<file path="src/rtl/lsu_mem_ctrl.sv">
// RV32I load/store controller in front of a word-wide, strobe-less data memory.
// Checks each request, does read-modify-write for SB/SH and extends load data.
module lsu_mem_ctrl #(
   parameter int unsigned DROM_SPACE = 1024
) (
   input  logic        clk,
   input  logic        rst,
   input  logic        req_valid,
   output logic        req_ready,
   input  logic        req_we,
   input  logic [2:0]  req_funct3,
   input  logic [31:0] req_addr,
   input  logic [31:0] req_wdata,
   input  logic [4:0]  req_rd,
   output logic        resp_valid,
   output logic [31:0] resp_rdata,
   output logic [4:0]  resp_rd,
   output logic [1:0]  resp_err,
   output logic [31:0] mem_addr,
   output logic [31:0] mem_wdata,
   output logic        mem_r_en,
   output logic        mem_w_en,
   input  logic [31:0] mem_rdata
);

   typedef enum logic [2:0] {
      StIdle,
      StLdRd,
      StLdCap,
      StRmwRd,
      StRmwMrg,
      StStWr,
      StResp
   } state_e;

   localparam logic [1:0] ErrOk       = 2'b00;
   localparam logic [1:0] ErrMisalign = 2'b01;
   localparam logic [1:0] ErrRange    = 2'b10;
   localparam logic [1:0] ErrFunct3   = 2'b11;

   state_e      r_state;
   logic [2:0]  r_funct3;
   logic [31:0] r_addr;
   logic [15:0] r_wdata;
   logic [4:0]  r_rd;
   logic        r_resp_valid;
   logic [31:0] r_resp_rdata;
   logic [4:0]  r_resp_rd;
   logic [1:0]  r_resp_err;
   logic [31:0] r_mem_wdata;
   logic        r_mem_r_en;
   logic        r_mem_w_en;

   logic        w_illegal;
   logic        w_misalign;
   logic        w_oor;
   logic [32:0] w_end;
   logic [1:0]  w_err;
   logic [15:0] w_lane;
   logic [31:0] w_load;
   logic [31:0] w_merge;

   // Request checks, evaluated on the live request while in IDLE
   always_comb begin
      w_illegal = 1'b1;
      case (req_funct3)
         3'b000, 3'b001, 3'b010: w_illegal = 1'b0;
         3'b100, 3'b101:         w_illegal = req_we;
         default:                w_illegal = 1'b1;
      endcase
      w_misalign = ((req_funct3[1:0] == 2'b01) && req_addr[0]) ||
                   ((req_funct3[1:0] == 2'b10) && (req_addr[1:0] != 2'b00));
      // 33-bit sum so addresses near 2^32 cannot wrap into range
      w_end = {1'b0, req_addr[31:2], 2'b00} + 33'd3;
      w_oor = w_end > 33'(DROM_SPACE - 1);
      if (w_illegal) begin
         w_err = ErrFunct3;
      end else if (w_misalign) begin
         w_err = ErrMisalign;
      end else if (w_oor) begin
         w_err = ErrRange;
      end else begin
         w_err = ErrOk;
      end
   end

   // Load lane select and extension
   always_comb begin
      w_lane = 16'(mem_rdata >> {r_addr[1:0], 3'b000});
      w_load = mem_rdata;
      case (r_funct3)
         3'b000:  w_load = {{24{w_lane[7]}}, w_lane[7:0]};
         3'b001:  w_load = {{16{w_lane[15]}}, w_lane};
         3'b100:  w_load = {24'd0, w_lane[7:0]};
         3'b101:  w_load = {16'd0, w_lane};
         default: w_load = mem_rdata;
      endcase
   end

   // Sub-word store merge onto the word just read
   always_comb begin
      w_merge = mem_rdata;
      if (r_funct3[1:0] == 2'b00) begin
         case (r_addr[1:0])
            2'b00:   w_merge[7:0]   = r_wdata[7:0];
            2'b01:   w_merge[15:8]  = r_wdata[7:0];
            2'b10:   w_merge[23:16] = r_wdata[7:0];
            default: w_merge[31:24] = r_wdata[7:0];
         endcase
      end else if (r_addr[1]) begin
         w_merge[31:16] = r_wdata;
      end else begin
         w_merge[15:0] = r_wdata;
      end
   end

   always_ff @(posedge clk or negedge rst) begin
      if (!rst) begin
         r_state      <= StIdle;
         r_funct3     <= '0;
         r_addr       <= '0;
         r_wdata      <= '0;
         r_rd         <= '0;
         r_resp_valid <= 1'b0;
         r_resp_rdata <= '0;
         r_resp_rd    <= '0;
         r_resp_err   <= '0;
         r_mem_wdata  <= '0;
         r_mem_r_en   <= 1'b0;
         r_mem_w_en   <= 1'b0;
      end else begin
         r_resp_valid <= 1'b0;
         case (r_state)
            StIdle: begin
               if (req_valid) begin
                  r_funct3 <= req_funct3;
                  r_addr   <= req_addr;
                  r_wdata  <= req_wdata[15:0];
                  r_rd     <= req_rd;
                  if (w_err != ErrOk) begin
                     r_state      <= StResp;
                     r_resp_valid <= 1'b1;
                     r_resp_rdata <= '0;
                     r_resp_err   <= w_err;
                     r_resp_rd    <= req_rd;
                  end else if (!req_we) begin
                     r_state    <= StLdRd;
                     r_mem_r_en <= 1'b1;
                  end else if (req_funct3[1:0] == 2'b10) begin
                     r_state     <= StStWr;
                     r_mem_w_en  <= 1'b1;
                     r_mem_wdata <= req_wdata;
                  end else begin
                     r_state    <= StRmwRd;
                     r_mem_r_en <= 1'b1;
                  end
               end
            end
            StLdRd: begin
               r_state    <= StLdCap;
               r_mem_r_en <= 1'b0;
            end
            StLdCap: begin
               r_state      <= StResp;
               r_resp_valid <= 1'b1;
               r_resp_rdata <= w_load;
               r_resp_err   <= ErrOk;
               r_resp_rd    <= r_rd;
            end
            StRmwRd: begin
               r_state    <= StRmwMrg;
               r_mem_r_en <= 1'b0;
            end
            StRmwMrg: begin
               r_state     <= StStWr;
               r_mem_w_en  <= 1'b1;
               r_mem_wdata <= w_merge;
            end
            StStWr: begin
               r_state      <= StResp;
               r_mem_w_en   <= 1'b0;
               r_mem_wdata  <= '0;
               r_resp_valid <= 1'b1;
               r_resp_rdata <= '0;
               r_resp_err   <= ErrOk;
               r_resp_rd    <= r_rd;
            end
            StResp: begin
               r_state <= StIdle;
            end
            default: begin
               r_state     <= StIdle;
               r_mem_r_en  <= 1'b0;
               r_mem_w_en  <= 1'b0;
               r_mem_wdata <= '0;
            end
         endcase
      end
   end

   assign req_ready  = (r_state == StIdle);
   assign resp_valid = r_resp_valid;
   assign resp_rdata = r_resp_rdata;
   assign resp_rd    = r_resp_rd;
   assign resp_err   = r_resp_err;
   assign mem_addr   = (r_state == StIdle) ? 32'd0 : {r_addr[31:2], 2'b00};
   assign mem_wdata  = r_mem_wdata;
   assign mem_r_en   = r_mem_r_en;
   assign mem_w_en   = r_mem_w_en;

endmodule

</file>
<file path="config.mk">
export PLATFORM = sky130hd
export DESIGN_NAME = lsu_mem_ctrl
export DESIGN_NICKNAME = d
export VERILOG_FILES = /design/src/rtl/lsu_mem_ctrl.sv
export SDC_FILE = /design/constraint.sdc
export NUM_CORES = 1
export LEC_CHECK = 0
export CORE_ASPECT_RATIO = 1.1
export CORE_MARGIN = 1.5
export CORE_UTILIZATION = 43
export CTS_CLUSTER_SIZE = 14
export DETAILED_ROUTE_END_ITERATION = 10
export HOLD_SLACK_MARGIN = 0.05
export PLACE_DENSITY_LB_ADDON = 0.1
export SYNTH_ARGS = -nofsm -noshare
export SYNTH_HDL_FRONTEND = slang
export SYNTH_SLANG_ARGS = --single-unit
</file>
<file path="constraint.sdc">
create_clock -name clk -period 1.91 [get_ports clk]
set_input_delay 0.573 -clock clk [delete_from_list [all_inputs] [get_ports clk]]
set_output_delay 0.573 -clock clk [all_outputs]
set_load 0.02 [all_outputs]
</file>
After elaboration in Yosys (flattened, before gate mapping)
Index checks and enable logic that the tools add are counted.
{"block": "totals", "ff_bits": 133, "in_bits": 108, "out_inout_bits": 107, "elab_cells": 108}
{"block": "classes", "reduce_logical": 23, "n_shift": 1, "mux": 45, "bitwise_logic": 2, "n_lt_le_gt_ge": 1, "n_addsub": 1, "eq_ne": 23}
{"operator": "2-to-1 mux 32 bit", "n": 8}
{"operator": "case mux 32 bit (3 select lines)", "n": 2}
{"operator": "case mux 32 bit (4 select lines)", "n": 1}
{"operator": "adder 32 x 2 -> 33 bit, second input constant", "n": 1}
{"operator": "greater-than comparator 33 x 10 -> 1 bit, second input constant", "n": 1}
{"operator": "2-to-1 mux 16 bit", "n": 2}
{"operator": "2-to-1 mux 8 bit", "n": 4}
{"operator": ">> shifter 32 x 5 -> 16 bit", "n": 1}
{"operator": "== test 3 bit, second input constant", "n": 7}
{"operator": "case mux 3 bit (5 select lines)", "n": 1}
{"operator": "2-to-1 mux 3 bit", "n": 4}
{"operator": "2-to-1 mux 1 bit", "n": 10}
{"operator": "2-to-1 mux 2 bit", "n": 5}
{"operator": "2-to-1 mux 5 bit", "n": 2}
{"operator": "case mux 5 bit (2 select lines)", "n": 1}
{"operator": "== test 3 x 1 -> 1 bit, second input constant", "n": 3}
{"operator": "== test 3 x 2 -> 1 bit, second input constant", "n": 3}
{"operator": "logical NOT 3 bit", "n": 3}
{"operator": "OR reduction 4 bit", "n": 2}
{"operator": "!= test 2 x 1 -> 1 bit, second input constant", "n": 3}
{"operator": "case mux 1 bit (2 select lines)", "n": 3}
{"operator": "AND reduction 3 bit", "n": 2}
{"operator": "nonzero test 2 bit", "n": 3}
{"operator": "OR reduction 3 bit", "n": 2}
{"operator": "15 further kinds", "n": 22}

Depth between registers and ports, before layout
{"block": "depth", "word_depth": 9, "depth_mapped": 9}

Worst setup path after synthesis
OpenSTA, ideal clock, no wires.
{"block": "synth_path", "path_kind": "input to register", "start": "input req_addr[14]", "end": "register r_mem_wdata[16] (netlist: mem_wdata[16])", "path_slack_ns": -0.131, "required_time_ns": 1.785, "t_arrival_ns": 1.916, "cell_stages": 6, "path_cell_list": "nor4_1 nand4_1 nor3_4 a41oi_4 buf_6 mux2_4"}
{"block": "synth_via", "elab_chain_len": 8}
{"element": "start: declaration", "line_no": "12", "rtl": "input logic [31:0] req_addr,"}
{"element": "adder 32 x 2 -> 33 bit", "line_no": "74", "rtl": "w_end = {1'b0, req_addr[31:2], 2'b00} + 33'd3;"}
{"element": "greater-than comparator 33 x 10 -> 1 bit", "line_no": "75", "rtl": "w_oor = w_end > 33'(DROM_SPACE - 1);"}
{"element": "2-to-1 mux 2 bit", "line_no": "80", "rtl": "end else if (w_oor) begin"}
{"element": "2-to-1 mux 2 bit", "line_no": "78", "rtl": "end else if (w_misalign) begin"}
{"element": "2-to-1 mux 2 bit", "line_no": "76", "rtl": "if (w_illegal) begin"}
{"element": "nonzero test 2 bit", "line_no": "140", "rtl": "if (w_err != ErrOk) begin"}
{"element": "!= test 2 bit (no line)"}
{"element": "AND reduction 5 bit (no line)"}
{"element": "end signal: assignment", "line_no": "152", "rtl": "r_mem_wdata <= req_wdata;"}
{"element": "end signal: assignment", "line_no": "177", "rtl": "r_mem_wdata <= w_merge;"}
{"element": "end: declaration", "line_no": "50", "rtl": "logic [31:0] r_mem_wdata;"}
No other way between the ends.
A chain may end at the register's enable or synchronous reset.

Final worst setup path
{"block": "layout_path", "start": "register r_state[2]", "end": "output mem_addr[25]"}
{"block": "layout_via", "elab_chain_len": 2}
{"element": "start: declaration", "line_no": "41", "rtl": "state_e r_state;"}
{"element": "start signal: assignment", "line_no": "119", "rtl": "r_state <= StIdle;"}
{"element": "start signal: assignment", "line_no": "141", "rtl": "r_state <= StResp;"}
{"element": "start signal: assignment", "line_no": "147", "rtl": "r_state <= StLdRd;"}
{"element": "logical NOT 3 bit", "line_no": "206", "rtl": "assign mem_addr = (r_state == StIdle) ? 32'd0 : {r_addr[31:2], 2'b00};"}
{"element": "2-to-1 mux 32 bit", "line_no": "206"}
{"element": "end: declaration", "line_no": "19", "rtl": "output logic [31:0] mem_addr,"}
No other way between the ends.

==> results.txt <==
Die Height -> 139 um
row count -> 49
initial antenna violation count -> 0
FF+latch count, synth -> 133
proportion of layout cells with a drive suffix above 1 -> 0.240
CTS root buf -> clkbuf_16
Setup crit end -> mem_addr[25]
WHS Path Cells -> 3
reg-to-reg slack, setup -> -0.04 ns
register area -> 0.00333 mm^2
CTS Buf Count -> 17
GR Util All Layers -> 0.279
Clock Latency Late Sink -> 0.43 ns
largest cells by area after synthesis -> dfrtp_1 46%, nand2_1 11%, mux2i_1 4.9%
Max Buffers Root-to-Sink -> 2
HP Class -> in2reg
DP Cell Count -> 1238
1st-iter DRT viols -> 596
clock-pin slew of the registers on the worst-case setup and hold paths -> 0.06 ns
vias in the first global route -> 7109
critical path depth -> 5
required time of the critical path -> 1.34 ns
Final Setup Violations -> 73
ys async rst share -> 1.00
Rel. slew slack -> 0.660
pin count of the biggest net entering global routing -> 58
ys flop type -> dfrtp_1
status -> finished, violations left
Ports -> 215
Crit path buffers/inverters -> 3
Multi-input gate area -> 0.00380 mm^2
DP Worst Slack -> -0.801 ns
R2R Path Start -> r_state[0]
Reg2Reg Capture Point -> mem_wdata[22]
DP Wirelength -> 17.1 mm
IO Port Bufs -> 212
Period Utilization, post-route -> 1.15
die area -> 0.0175 mm^2
max-cap viol count -> 0
Max IR drop VDD -> 0.000992 V
RSZ-0062 raised after global routing -> true
sequential share of the synthesized area -> 0.463
fill count -> 1396
Achievable Freq -> 0.457 GHz
Post-synth EDFFs -> 0
most frequent cells after synthesis -> 205 x nand2_1, 133 x dfrtp_1, 54 x o21ai_0
Post-Syn Instances -> 796
Layout Cells excl Fill -> 1296
gp weighted congestion -> 0.880
n_diodes -> 0
Netlist cell types -> 45
CP endpoint kind -> output port
Setup crit start -> r_state[2]
CP startpoint kind -> register
max incr delay on CP -> 0.42 ns
die width -> 126 um
Congestion Overflow GR -> 0
TritonCTS clock tree -> yes
Setup TNS -> -7.62 ns
final worst slack -> -0.278 ns
nets@finish -> 1187
post-synth top area share -> 0.463
H-tree levels -> 4
failing checks -> negative setup slack
Syn Std Cell Area -> 0.00719 mm^2
PD cells -> 1770 mW/mm^2
Leakage -> 5.55 nW
Setup Skew -> 0.00944 ns
core area -> 0.0164 mm^2
CP cell instances -> nor3_4 -> buf_6 -> clkbuf_16 -> nor2b_1 -> buf_2
min cycle time layout -> 2.19 ns
CTS sink cnt -> 133
most frequent cell after synthesis -> nand2_1
final design utilization -> 0.673
crit-path leading delay family -> buffers and inverters
Worst Tran Pin Value -> 0.506 ns
Final Hold Viols -> 0
Slew Limit Fails -> 0
syn_area_per_cell -> 9.03 um^2
Post-DRT Antenna Nets -> 0
Arr. time, crit path -> 1.61 ns
final wirelength -> 24.7 mm
detailed-route via count -> 7119
critical-path maximum fanout -> 8
drt drc -> 0
area leader, netlist -> dfrtp_1
Crit Path Category -> reg2out
Synth warnings -> 0
area grow syn2layout -> 53.3%
Initial Utilization -> 0.439
Worst Reg-to-Reg Cells -> 8
drt first pass iters -> 5
first-pass GRT wire length -> 37.9 mm
DR WL/cell -> 19.1 um
Crit-path slowest cell -> dfrtp_2
post-DR vias/cell -> 5.49
-- worst reg2reg max path: cells and delay by family (launching register included) --
family                 cells  cell delay (ns)
muxes                      1             0.31
buffers and inverters      4             0.57
DFF                        1             0.41
AOI/OAI and AO/OA          1             0.25
and+or+nand+nor            2             0.30
-- how the worst min path moves through the flow --
stage                            start    endpoint  slack, ns
after detailed placement    r_addr[20]  r_addr[20]       0.45
after floorplan                    rst    mem_r_en       0.28
after global routing      req_addr[17]  r_addr[17]       0.36
final                     req_addr[17]  r_addr[17]       0.35
after CTS                 req_addr[17]  r_addr[17]       0.34
after global placement       r_addr[5]   r_addr[5]       0.45
-- flip-flops by register name, indices dropped and copies added, names as in the netlist --
signal,cells
resp_rdata,32
r_rd,5
mem_wdata,32
r_state,3
mem_r_en,1
resp_err,2
mem_w_en,1
r_wdata,16
resp_valid,1
r_funct3,3
r_addr,32
resp_rd,5
-- power by group --
| group | internal (W) | total [W] | switching [W] |
|---|---|---|---|
| combinational | 0.00531 | 0.0115 | 0.00616 |
| sequential | 0.00404 | 0.00487 | 0.000826 |
| clock | 0.00182 | 0.00321 | 0.00139 |
| total | 0.0112 | 0.0196 | 0.00838 |
-- per-layer routing --
metal,GRT usage,routed length [um],share of wire,vias up
li1,-,-,-,3315
met4,0.122,850,0.034,0
met5,0,0,0,-
met3,0.0756,1980,0.080,66
met2,0.461,12000,0.48,336
met1,0.344,9900,0.40,3402
-- per-stage QoR --
step,cell area [um^2],hold slack [ns],total power [W]
2_1_floorplan,7300,0.277,0.0113
3_3_place_gp,10100,0.450,0.0155
3_5_place_dp,10100,0.454,0.0156
4_1_cts,10700,0.341,0.0187
5_1_grt,11000,0.356,0.0207
6_report,11000,0.351,0.0196
-- cell families after synthesis --
family / share of synthesized area
simple gates: 0.186
compound gates: 0.191
other cells: 0.000522
xor+xnor: 0.00122
flops: 0.463
mux: 0.108
buf+inv: 0.0498
-- what timing repair did --
action / in CTS / in global routing
hold endpoints to repair: 30 / 0
pin swaps: 12 / 34
buffers inserted: 10 / 9
setup endpoints to repair: 182 / 98
resized for setup: 285 / 65
cloned: 4 / 5
hold buffers: 1 / 0
-- cells in the final DEF (no fill, tap or decap), drive strengths merged, types with 16 or more instances in the layout --
| cell type | netlist | final |
|---|---|---|
| a21o | 22 | 22 |
| a21oi | 37 | 37 |
| a31oi | 16 | 16 |
| buf | 23 | 146 |
| clkbuf | 32 | 22 |
| clkdlybuf4s50 | 0 | 78 |
| dfrtp | 133 | 133 |
| dlygate4sd2 | 0 | 80 |
| inv | 26 | 32 |
| mux2 | 32 | 32 |
| mux2i | 35 | 35 |
| nand2 | 205 | 205 |
| nor2 | 35 | 35 |
| nor2b | 36 | 36 |
| o21ai | 59 | 59 |
| o221ai | 16 | 16 |
-- layout make-up --
class                      instances  area share
sequential                       133       0.302
timing repair buffer             318       0.269
multi-input combinational        583       0.345
inverter                          26     0.00886
clock buffer                      17      0.0386
tap                              204      0.0232
clock inverter                    15      0.0134
Note: power is estimated with default switching activity, not from simulation.
